`src/rtl/spi_pkg.sv`:
```
// Shared types and constants for the SPI shift engine.
// The SPI_LSB_FIRST_EN macro selects LSB-first bit ordering in tx_bit().
package spi_pkg;

    typedef enum logic [2:0] {
        IDLE  = 3'd0,
        SETUP = 3'd1,
        START = 3'd2,
        SHIFT = 3'd3,
        DONE  = 3'd4
    } spi_state_e;

    localparam int   SPI_BITS = 8;
    localparam logic CPHA_0   = 1'b0;
    localparam logic CPHA_1   = 1'b1;

    // TX bit driven for serial position pos (0 = first bit on the wire)
    function automatic logic tx_bit(input logic [7:0] data, input logic [2:0] pos);
`ifdef SPI_LSB_FIRST_EN
        return data[pos];
`else
        return data[3'd7 - pos];
`endif
    endfunction

endpackage

```
`src/rtl/spi_shift_engine.sv`:
```
// Byte-level SPI shift engine driven by the clock divider's edge pulses.
// Build option: SPI_LSB_FIRST_EN shifts TX/RX least-significant bit first.
module spi_shift_engine
    import spi_pkg::*;
#(
    parameter logic        CPHA           = CPHA_0,
    parameter int unsigned CS_IDLE_CYCLES = 2
) (
    input  logic       i_clk,
    input  logic       i_rst_n,
    input  logic [7:0] i_tx_data,
    input  logic       i_tx_valid,
    output logic       o_tx_ready,
    output logic [7:0] o_rx_data,
    output logic       o_rx_valid,
    output logic       o_busy,
    output logic       o_div_start_n,
    input  logic       i_div_ready,
    input  logic       i_rising_edge,
    input  logic       i_falling_edge,
    output logic       o_mosi,
    input  logic       i_miso,
    output logic       o_cs_n
);

    localparam logic [3:0] GUARD_INIT = 4'(CS_IDLE_CYCLES);
    localparam logic [3:0] BITS4      = 4'(SPI_BITS);

    spi_state_e state_r;
    logic [7:0] tx_data_r;
    logic [7:0] rx_shift_r;
    logic [7:0] rx_data_r;
    logic [3:0] bit_cnt_r;
    logic [3:0] guard_r;
    logic       cs_n_r;
    logic       mosi_r;
    logic       rx_valid_r;
    logic       div_start_n_r;
    logic       busy_r;
    logic       sample_s;
    logic       shift_s;
    logic       tx_ready_s;

    // Map divider edges onto sample/shift roles and derive readiness
    always_comb begin
        if (CPHA == CPHA_0) begin
            sample_s = i_rising_edge;
            shift_s  = i_falling_edge;
        end else begin
            sample_s = i_falling_edge;
            shift_s  = i_rising_edge;
        end
        tx_ready_s = (state_r == IDLE) && i_div_ready && (guard_r == 4'd0);
    end

    // Frame sequencing, shift registers, counters and registered outputs
    always_ff @(posedge i_clk or negedge i_rst_n) begin
        if (!i_rst_n) begin
            state_r       <= IDLE;
            tx_data_r     <= 8'h00;
            rx_shift_r    <= 8'h00;
            rx_data_r     <= 8'h00;
            bit_cnt_r     <= 4'd0;
            guard_r       <= 4'd0;
            cs_n_r        <= 1'b1;
            mosi_r        <= 1'b0;
            rx_valid_r    <= 1'b0;
            div_start_n_r <= 1'b1;
            busy_r        <= 1'b0;
        end else begin
            rx_valid_r    <= 1'b0;
            div_start_n_r <= 1'b1;
            case (state_r)
                IDLE: begin
                    if (guard_r != 4'd0) begin
                        guard_r <= guard_r - 4'd1;
                    end
                    if (i_tx_valid && tx_ready_s) begin
                        tx_data_r <= i_tx_data;
                        cs_n_r    <= 1'b0;
                        busy_r    <= 1'b1;
                        mosi_r    <= (CPHA == CPHA_0) ? tx_bit(i_tx_data, 3'd0) : 1'b0;
                        state_r   <= SETUP;
                    end
                end
                SETUP: begin
                    // Strobe is registered, so it is low for the whole START cycle
                    div_start_n_r <= 1'b0;
                    state_r       <= START;
                end
                START: begin
                    bit_cnt_r <= 4'd0;
                    state_r   <= SHIFT;
                end
                SHIFT: begin
                    if (sample_s && (bit_cnt_r < BITS4)) begin
`ifdef SPI_LSB_FIRST_EN
                        rx_shift_r <= {i_miso, rx_shift_r[7:1]};
`else
                        rx_shift_r <= {rx_shift_r[6:0], i_miso};
`endif
                        bit_cnt_r  <= bit_cnt_r + 4'd1;
                    end
                    // Serial position equals samples taken so far in both phases
                    if (shift_s && (bit_cnt_r < BITS4)) begin
                        mosi_r <= tx_bit(tx_data_r, bit_cnt_r[2:0]);
                    end
                    if ((bit_cnt_r == BITS4) && i_div_ready) begin
                        state_r <= DONE;
                    end
                end
                DONE: begin
                    rx_data_r  <= rx_shift_r;
                    rx_valid_r <= 1'b1;
                    cs_n_r     <= 1'b1;
                    mosi_r     <= 1'b0;
                    busy_r     <= 1'b0;
                    guard_r    <= GUARD_INIT;
                    state_r    <= IDLE;
                end
                default: begin
                    cs_n_r  <= 1'b1;
                    mosi_r  <= 1'b0;
                    busy_r  <= 1'b0;
                    state_r <= IDLE;
                end
            endcase
        end
    end

    assign o_tx_ready    = tx_ready_s;
    assign o_rx_data     = rx_data_r;
    assign o_rx_valid    = rx_valid_r;
    assign o_busy        = busy_r;
    assign o_div_start_n = div_start_n_r;
    assign o_mosi        = mosi_r;
    assign o_cs_n        = cs_n_r;

endmodule
```
`config.mk`:
```
export PLATFORM = sky130hd
export DESIGN_NAME = spi_shift_engine
export DESIGN_NICKNAME = d
export VERILOG_FILES = /design/src/rtl/spi_pkg.sv /design/src/rtl/spi_shift_engine.sv
export SDC_FILE = /design/constraint.sdc
export NUM_CORES = 1
export LEC_CHECK = 0
export ABC_CLOCK_PERIOD_IN_PS = 2600
export BUFFER_PORTS_ARGS = -buffer_cell sky130_fd_sc_hd__buf_2
export CAP_MARGIN = 20
export CORE_MARGIN = 2
export CORE_UTILIZATION = 45
export CTS_CLUSTER_SIZE = 25
export DETAILED_ROUTE_END_ITERATION = 10
export PLACE_DENSITY = 0.66
export RECOVER_POWER = 50
export SYNTH_ARGS = -nofsm -noshare
export SYNTH_HDL_FRONTEND = slang
export SYNTH_SLANG_ARGS = --single-unit
```
`constraint.sdc`:
```
create_clock -name i_clk -period 2.6 [get_ports i_clk]
set_clock_uncertainty 0.05 [all_clocks]
set_input_delay 0.78 -clock i_clk [delete_from_list [all_inputs] [get_ports i_clk]]
set_output_delay 0.78 -clock i_clk [all_outputs]
set_load 0.02 [all_outputs]
```
==> flow_summary.yaml, run 1 <==
logic_synthesis:
  synth_area_leader_cell: "dfrtp_1"
  synth_top_area_share: 0.543
  syn_avg_cell_area_um2: 13.3
  synth_nets: 149
  synthAdderAreaFrac: 0.0143
  yosys.cell_types.count: 37
  ys_ff_latch: 40
  synth_mux_area_frac: 0.191
  yosys_warnings: 0
  synthesis.area_um2: 1750
  synth_top_flop_cell: "dfrtp_1"
  synth_top_family_by_area: "multiplexers"
  yosys.area_share.simple: 0.120
  async_reset_ff_frac: 1.00
  yosys.area_share.xor_xnor: 0.0100
  synth-compound-area-share: 0.0579
  synth_edf_count: 0
  syn_inst: 132
  synth_seq_area_share: 0.573
  ys_top_cells_by_area: "dfrtp_1 (54%), mux2_2 (16%), dfstp_2 (3.0%)"
place:
  placed_cells: 203
  gp_congestion: 0.865
  hpwl_um: 2000
  portBuffers: 28
drt:
  post-route-drc-count: 0
  avgViaCountPerCell: 5.24
  drtIter0Drc: 27
  vias: 1105
  drtPass1Iterations: 4
  finalWirelength_um: 2810
  avgRoutedWirePerCell_um: 13.3
  detail-route-antenna-nets: 0
power:
  p_total_mw: 1.79
  powerDensity_nw_per_um2: 889
  leakagePower_nw: 1.02
  ir_drop_uv: 400
global_route:
  grt-ovfl-total: 0
  grt_pass1_wl_um: 4750
  grt_use_total: 0.150
  grt_pass1_vias: 1019
  grt_max_degree: 41
  antenna_found_initial: 0
cts:
  cts_resized: 0
  cts_buffer_depth: 2
  tritoncts: "built"
  numCtsBuffers: 5
  h-tree-depth: 2
  cts_hold_buf: 0
  root_buffer: "clkbuf_8"
  clock_sinks: 40
  clk_latency_ps: 290
  path_clk_slew_ps: 70
  post_cts_buffers: 0
floorplanning:
  floorplan.rows: 22
  dieArea_um2: 4400
  start_util: 0.475
  die_y_um: 66.4
  io_pins: 29
  fp.dieW_um: 66.4
  core_area_um2: 3690
sta:
  fmax_mhz: 422
  worst_pin_slew_ps: 961
  hold_viol: 0
  period_share: 0.911
  slew_viol_final: 0
  finalSetupViolations: 0
  fin_crit_ps: 2370
  rsz0062_at_grt: "no"
  relSlewSlack: 0.360
  finalSetupTns_ps: 0
setup_path:
  path_class: "flop to output pin"
  critPathTopFamily: "simple AND/OR/NAND/NOR gates"
  crit_chain: "inv_1, ha_1, nor3b_2, and3_1, buf_2"
  cp.depth: 5
  crit_path_max_incr_delay_ps: 410
  path_buf_inv: 2
  critPathMaxFanout: 4
  r2r_slack_ps: 840
  slowest_stage: "dfrtp_1"
  cp-start-kind: "flop"
  required_ps: 1770
  end_kind: "output pin"
  reg2reg_from: "guard_r[0]"
  arrival_ps: 1540
  reg2reg_to: "tx_data_r[5]"
  ff2ff_path_depth: 6
cells_and_area:
  stdcell_count: 211
  n_antenna_cell: 0
  final_nets: 179
  layout-drive-gt1-share: 0.411
  syn_to_final_growth_pct: 14.7
outcome:
  outcome: "finished clean"
min_path:
  hold_path_end: "tx_data_r[0]"
  holdPathStages: 1
  min-delay-start: "tx_data_r[0]"
  hold_class: "flop to flop"
job:
  maxCapViolCount: 0
-- worst max path at each step --
stage                       to  slack, ps       start
finish              o_tx_ready        230  guard_r[0]
global route        o_tx_ready        120  guard_r[0]
CTS                 o_tx_ready        100  guard_r[0]
detailed placement  o_tx_ready        430  guard_r[0]
global placement    o_tx_ready        540  guard_r[0]
floorplan           o_tx_ready        610  guard_r[0]
-- kinds of logic (layout without fill, tap and decap cells) --
logic type,after synthesis,in the layout
buffers and inverters,11,42
AND/OR/NAND/NOR,34,34
AO/OA/AOI/OAI,16,16
adder cells (fa/ha/maj),2,2
multiplexers,27,27
flip-flops,40,40
XOR/XNOR,2,2
-- metal layers --
layer	track usage	vias to the layer above	routed length (um)
met5	0	-	0
met4	0.0842	0	72
met3	0.0511	6	117
met2	0.225	20	1320
met1	0.190	552	1290
li1	-	527	-
-- metrics by stage --
stage / setup slack (ps) / hold WS (ps) / utilization / cell area, um2
6_report: 230 / 452 / 0.544 / 2010
5_1_grt: 119 / 472 / 0.544 / 2010
4_1_cts: 96.8 / 456 / 0.543 / 2000
3_5_place_dp: 427 / 440 / 0.519 / 1910
3_3_place_gp: 536 / 434 / 0.519 / 1910
2_1_floorplan: 607 / 420 / - / 1750
-- registers in the layout (all words and copies together) (netlist names) --
register       cells
tx_data_r          8
bit_cnt_r          4
o_busy             1
o_mosi             1
o_rx_valid         1
rx_shift_r         8
o_cs_n             1
state_r            3
o_div_start_n      1
o_rx_data          8
guard_r            4
-- Yosys cell counts, types with 2 or more instances --
library cell,n
dfrtp_1,38
mux2_2,25
inv_1,6
o21ai_0,6
nor2_1,5
a21oi_1,4
nand2_1,4
nand2b_1,4
nand3_1,4
and3_1,2
buf_2,2
buf_4,2
dfstp_2,2
ha_1,2
mux4_1,2
nor3_1,2
xor2_1,2
-- cells in the final DEF, fill, tap and decap left out, types with 3 or more instances in the layout --
master,n
inv_1,6
buf_2,26
nand2b_1,4
nand3_1,4
nand2_1,4
mux2_2,25
o21ai_0,6
clkbuf_1,3
clkbuf_8,6
nor2_1,5
dfrtp_1,38
a21oi_1,4
-- where the power goes --
group	leakage [nW]	switching, mW	internal (mW)
clock network	0.0455	0.197	0.216
registers	0.515	0.138	0.787
logic	0.463	0.209	0.239
-- cell type report --
class,count,area [um2]
tap,48,60.1
inverter,6,22.5
fill,329,1680
sequential,40,1000
multi-input combinational,81,693
clock buffer,8,90.1
timing repair buffer,28,139
(Power assumes the default switching activity.)
==> run 2: changes to the inputs <==
CORE_UTILIZATION = 30   (was 45)
PLACE_DENSITY = default   (was 0.66)
==> run 2 against run 1 <==
Against the previous run:
- sequential share of layout area fell by 1.3 points
- critical path depth did not move
- first-iteration DRC count rose by 81%
- register-to-register slack got worse by 40 ps
- maximum frequency fell by 0.13%
- hold slack got worse by 3.6 ps
- via count fell by 2.5%
- largest cell class unchanged
- highest routed layer unchanged
==> flow_summary.yaml, run 2 (synthesis gave the netlist of run 1 again) <==
sta:
  worst_slack_ps: 227
  relSlewSlack: 0.356
  finalSetupTns_ps: 0
  worst_pin_slew_ps: 966
  period_share: 0.913
  slew_viol_final: 0
  fmax_mhz: 421
  rsz0062_at_grt: "no"
  hold_viol: 0
  fin_crit_ps: 2370
  finalSetupViolations: 0
  holdWs_ps: 448
setup_path:
  arrival_ps: 1540
  critPathMaxFanout: 4
  cp-start-kind: "flop"
  reg2reg_to: "rx_shift_r[4]"
  required_ps: 1770
  reg2reg_from: "state_r[1]"
  ff2ff_path_depth: 3
  endpoint: "o_tx_ready"
  critPathLaunch: "guard_r[0]"
  r2r_slack_ps: 800
  end_kind: "output pin"
  path_class: "flop to output pin"
place:
  portBuffers: 28
  placed_area_um2: 1950
  hpwl_um: 2090
  placed_cells: 228
  gp_congestion: 0.785
  place_ws_ps: 420
drt:
  drtPass1Iterations: 4
  post-route-drc-count: 0
  dr_wl_met3_um: 142
  finalWirelength_um: 3040
  avgRoutedWirePerCell_um: 12.9
  vias: 1077
  detail-route-antenna-nets: 0
  wl_met1_um: 1470
  dr.max_layer_used: "met4"
  wl_met2_um: 1360
  drtIter0Drc: 49
  avgViaCountPerCell: 4.56
cts:
  path_clk_slew_ps: 90
  cts_buffer_depth: 2
  root_buffer: "clkbuf_8"
  numCtsBuffers: 5
  tritoncts: "built"
  cts_resized: 0
  h-tree-depth: 2
  clock_sinks: 40
  cts_hold_buf: 0
  clk_latency_ps: 300
  post_cts_buffers: 0
power:
  powerDensity_nw_per_um2: 917
  leakagePower_nw: 1.03
  p_total_mw: 1.89
  ir_drop_uv: 260
global_route:
  grt_pass1_wl_um: 5150
  grt_max_degree: 41
  grt_pass1_vias: 1017
  antenna_found_initial: 0
  grt-ovfl-total: 0
  grt_use_total: 0.105
cells_and_area:
  final_nets: 180
  final_area_um2: 2060
  syn_to_final_growth_pct: 17.9
  stdcell_count: 236
  layout_commonest_cell: "dfrtp_1"
  most-common-layout-cells: "dfrtp_1 (38), buf_2 (27), mux2_2 (25), inv_1 (6), o21ai_0 (6)"
  layout-drive-gt1-share: 0.421
  n_antenna_cell: 0
  final_util: 0.370
floorplanning:
  start_util: 0.314
  core_area_um2: 5570
  dieArea_um2: 6460
  fp.dieW_um: 80.4
  die_y_um: 80.4
  io_pins: 29
  floorplan.rows: 27
min_path:
  holdPathStages: 1
  hold_class: "flop to flop"
outcome:
  outcome: "finished clean"
job:
  maxCapViolCount: 0
[run 2: worst min path at each step]
stage                        startpoint           end  slack [ps]
final                     rx_shift_r[7]  o_rx_data[7]         450
after global routing       tx_data_r[2]  tx_data_r[2]         470
after CTS                 rx_shift_r[7]  o_rx_data[7]         460
after detailed placement   tx_data_r[2]  tx_data_r[2]         440
after global placement     tx_data_r[0]  tx_data_r[0]         430
after floorplan            tx_data_r[2]  tx_data_r[2]         420
[run 2: where the power goes]
group          leakage (nW)  internal, mW  switching, mW
Sequential            0.515         0.786          0.141
Clock                0.0548         0.289          0.234
Combinational         0.464         0.238          0.204
Total                  1.03          1.31          0.578
[run 2: worst max-delay path: stages (launching register included)]
cell     delay, ps
dfrtp_1        410
inv_1           70
ha_1           180
nor3b_2        260
and3_1         180
buf_2          150
[run 2: layout make-up]
class / count / area (um2)
Tap cell: 72 / 90.1
Inverter: 6 / 22.5
Clock inverter: 3 / 46.3
Timing Repair Buffer: 29 / 144
Sequential cell: 40 / 1000
Clock buffer: 5 / 68.8
Fill cell: 563 / 3510
Multi-Input combinational cell: 81 / 688
[run 2: metal layers]
metal  track usage  vias up
li1              -      524
met1         0.142      530
met2         0.144       18
met3        0.0360        5
met4        0.0610        0
met5             0        -
==> run 3: changes to the inputs <==
ABC_AREA = 1   (was default)
==> run 3 against run 2 <==
Against the previous run:
- sequential power is 3.0% higher
- critical endpoint unchanged
- cell count is 31% higher
- largest cell class unchanged
- maximum frequency is 4.5% higher
- flip-flop and latch count stayed put
- die area is 2.8% higher
- first-iteration DRC count is 16% higher
- utilization is 1.5 points lower
- critical path type unchanged
- sequential share of layout area is 0.38 points lower
- via count is 29% higher
- synthesized cell count is 52% higher
- critical path depth stayed put
==> flow_summary.yaml, run 3 <==
outcome:
  outcome: "finished clean"
sta:
  relSlewSlack: 0.144
  hold_viol: 0
  rsz0062_at_grt: "no"
  period_share: 0.874
  worst_slack_ps: 329
  slew_viol_final: 0
  finalSetupViolations: 0
  worst_pin_slew_ps: 1280
  fmax_mhz: 440
  finalSetupTns_ps: 0
  fin_crit_ps: 2270
power:
  p_total_mw: 2.08
  leakagePower_nw: 1.06
  ir_drop_uv: 375
  powerDensity_nw_per_um2: 999
global_route:
  grt_max_degree: 25
  grt_pass1_vias: 1271
  antenna_found_initial: 0
  grt_pass1_wl_um: 5870
  grt_use_total: 0.118
  grt-ovfl-total: 0
floorplanning:
  core_area_um2: 5850
  floorplan.rows: 28
  fp.dieW_um: 81.5
  die_y_um: 81.5
  dieArea_um2: 6640
  start_util: 0.308
  io_pins: 29
place:
  gp_congestion: 0.720
  place_ws_ps: 435
  placed_cells: 302
  hpwl_um: 2600
  portBuffers: 28
drt:
  drtPass1Iterations: 4
  finalWirelength_um: 3540
  dr_wl_met3_um: 169
  post-route-drc-count: 0
  wl_met2_um: 1670
  vias: 1384
  wl_met1_um: 1640
  avgViaCountPerCell: 4.46
  detail-route-antenna-nets: 0
  dr.max_layer_used: "met4"
  drtIter0Drc: 57
  avgRoutedWirePerCell_um: 11.4
logic_synthesis:
  synth-compound-area-share: 0.122
  yosys.cell_types.count: 28
  ys_top_cells_by_area: "dfrtp_1 (53%), nand2_1 (10%), inv_1 (5.6%)"
  yosysMostFrequentCell: "nand2_1"
  synthesis.area_um2: 1800
  synth_common_cells: "nand2_1 (48), dfrtp_1 (38), inv_1 (27)"
  syn_inst: 201
  syn_avg_cell_area_um2: 8.96
  synthAdderAreaFrac: 0.0139
  synth_top_family_by_area: "simple AND/OR/NAND/NOR gates"
  async_reset_ff_frac: 1.00
  synth_nets: 218
  synth_top_flop_cell: "dfrtp_1"
  yosys.area_share.xor_xnor: 0
  synth_area_leader_cell: "dfrtp_1"
  ys_ff_latch: 40
  synth_seq_area_share: 0.557
  synth_edf_count: 0
  yosys_warnings: 0
  synth_top_area_share: 0.528
  synth_mux_area_frac: 0
  yosys.area_share.simple: 0.221
setup_path:
  critPathMaxFanout: 3
  slowest_stage: "dfrtp_1"
  crit_path_max_incr_delay_ps: 390
  crit_chain: "inv_1, ha_1, nand3_1, nor2_4, buf_2"
  r2r_slack_ps: 710
  reg2reg_to: "bit_cnt_r[2]"
  required_ps: 1770
  end_kind: "output pin"
  path_class: "flop to output pin"
  arrival_ps: 1440
  reg2reg_from: "state_r[2]"
  ff2ff_path_depth: 9
  endpoint: "o_tx_ready"
  critPathLaunch: "guard_r[0]"
  cp-start-kind: "flop"
cells_and_area:
  n_antenna_cell: 0
  layout_commonest_cell: "nand2_1"
  final_nets: 251
  layout-drive-gt1-share: 0.217
  stdcell_count: 310
  syn_to_final_growth_pct: 15.4
  most-common-layout-cells: "nand2_1 (49), dfrtp_1 (38), inv_1 (29), buf_2 (27), o21ai_0 (15)"
cts:
  clock_sinks: 40
  cts_resized: 0
  tritoncts: "built"
  clk_latency_ps: 290
  path_clk_slew_ps: 80
  numCtsBuffers: 5
  cts_hold_buf: 0
  h-tree-depth: 2
  post_cts_buffers: 0
  root_buffer: "clkbuf_8"
  cts_buffer_depth: 2
job:
  maxCapViolCount: 0
min_path:
  hold_class: "flop to flop"
run 3: changes by cell type after synthesis, sizes merged, moves of 2 or more:
cell,previous run,this run
nand2,5,54
mux2,25,0
inv,6,30
o21ai,6,29
nand3,5,14
nor2,5,13
nand2b,4,0
and3,3,0
a21oi,4,6
buf,5,3
clkinv,0,2
mux4,2,0
xor2,2,0
run 3: worst max-delay path: cells and delay by family (launching register included):
kind / cells / cell delay, ps
buffers and inverters: 2 / 260
and+or+nand+nor: 2 / 300
adders and majority gates: 1 / 210
DFF: 1 / 390
run 3: through the flow:
step / hold slack (ps) / util / cell area (um2)
2_1_floorplan: 404 / - / 1800
5_1_grt: 444 / 0.355 / 2080
3_5_place_dp: 404 / 0.346 / 2020
6_report: 416 / 0.355 / 2080
4_1_cts: 416 / 0.359 / 2100
3_3_place_gp: 401 / 0.346 / 2020
run 3: worst min-delay path by stage:
stage	depth (start not counted)	startpoint	slack, ps	endpoint
6_report	2	o_cs_n	420	o_cs_n
4_1_cts	2	o_cs_n	420	o_cs_n
2_1_floorplan	2	tx_data_r[7]	400	tx_data_r[7]
3_5_place_dp	2	o_cs_n	400	o_cs_n
3_3_place_gp	2	o_cs_n	400	o_cs_n
5_1_grt	2	o_cs_n	440	o_cs_n
run 3: logic make-up after synthesis:
family	count (synthesis)
AOI/OAI and AO/OA	39
adders and majority gates	2
buffers and inverters	36
DFF	40
and+or+nand+nor	84
run 3: layout make-up:
cell class / count / area (um2)
Fill cell: 617 / 3770
Sequential cell: 40 / 1000
Multi-Input combinational cell: 125 / 628
Timing Repair Buffer: 30 / 146
Inverter: 32 / 126
Tap cell: 75 / 93.8
Clock buffer: 7 / 76.3
Clock inverter: 1 / 5.00
run 3: power by group:
part           leakage (nW)  switching (mW)  internal, mW
clock                0.0422           0.208         0.188
combinational         0.515           0.467         0.259
sequential            0.500           0.116         0.840
total                  1.06           0.790          1.29
run 3: metal layers:
layer | track usage | up-vias
met3 | 0.0330 | 4
met5 | 0 | -
li1 | - | 702
met1 | 0.148 | 651
met2 | 0.192 | 27
met4 | 0.0508 | 0
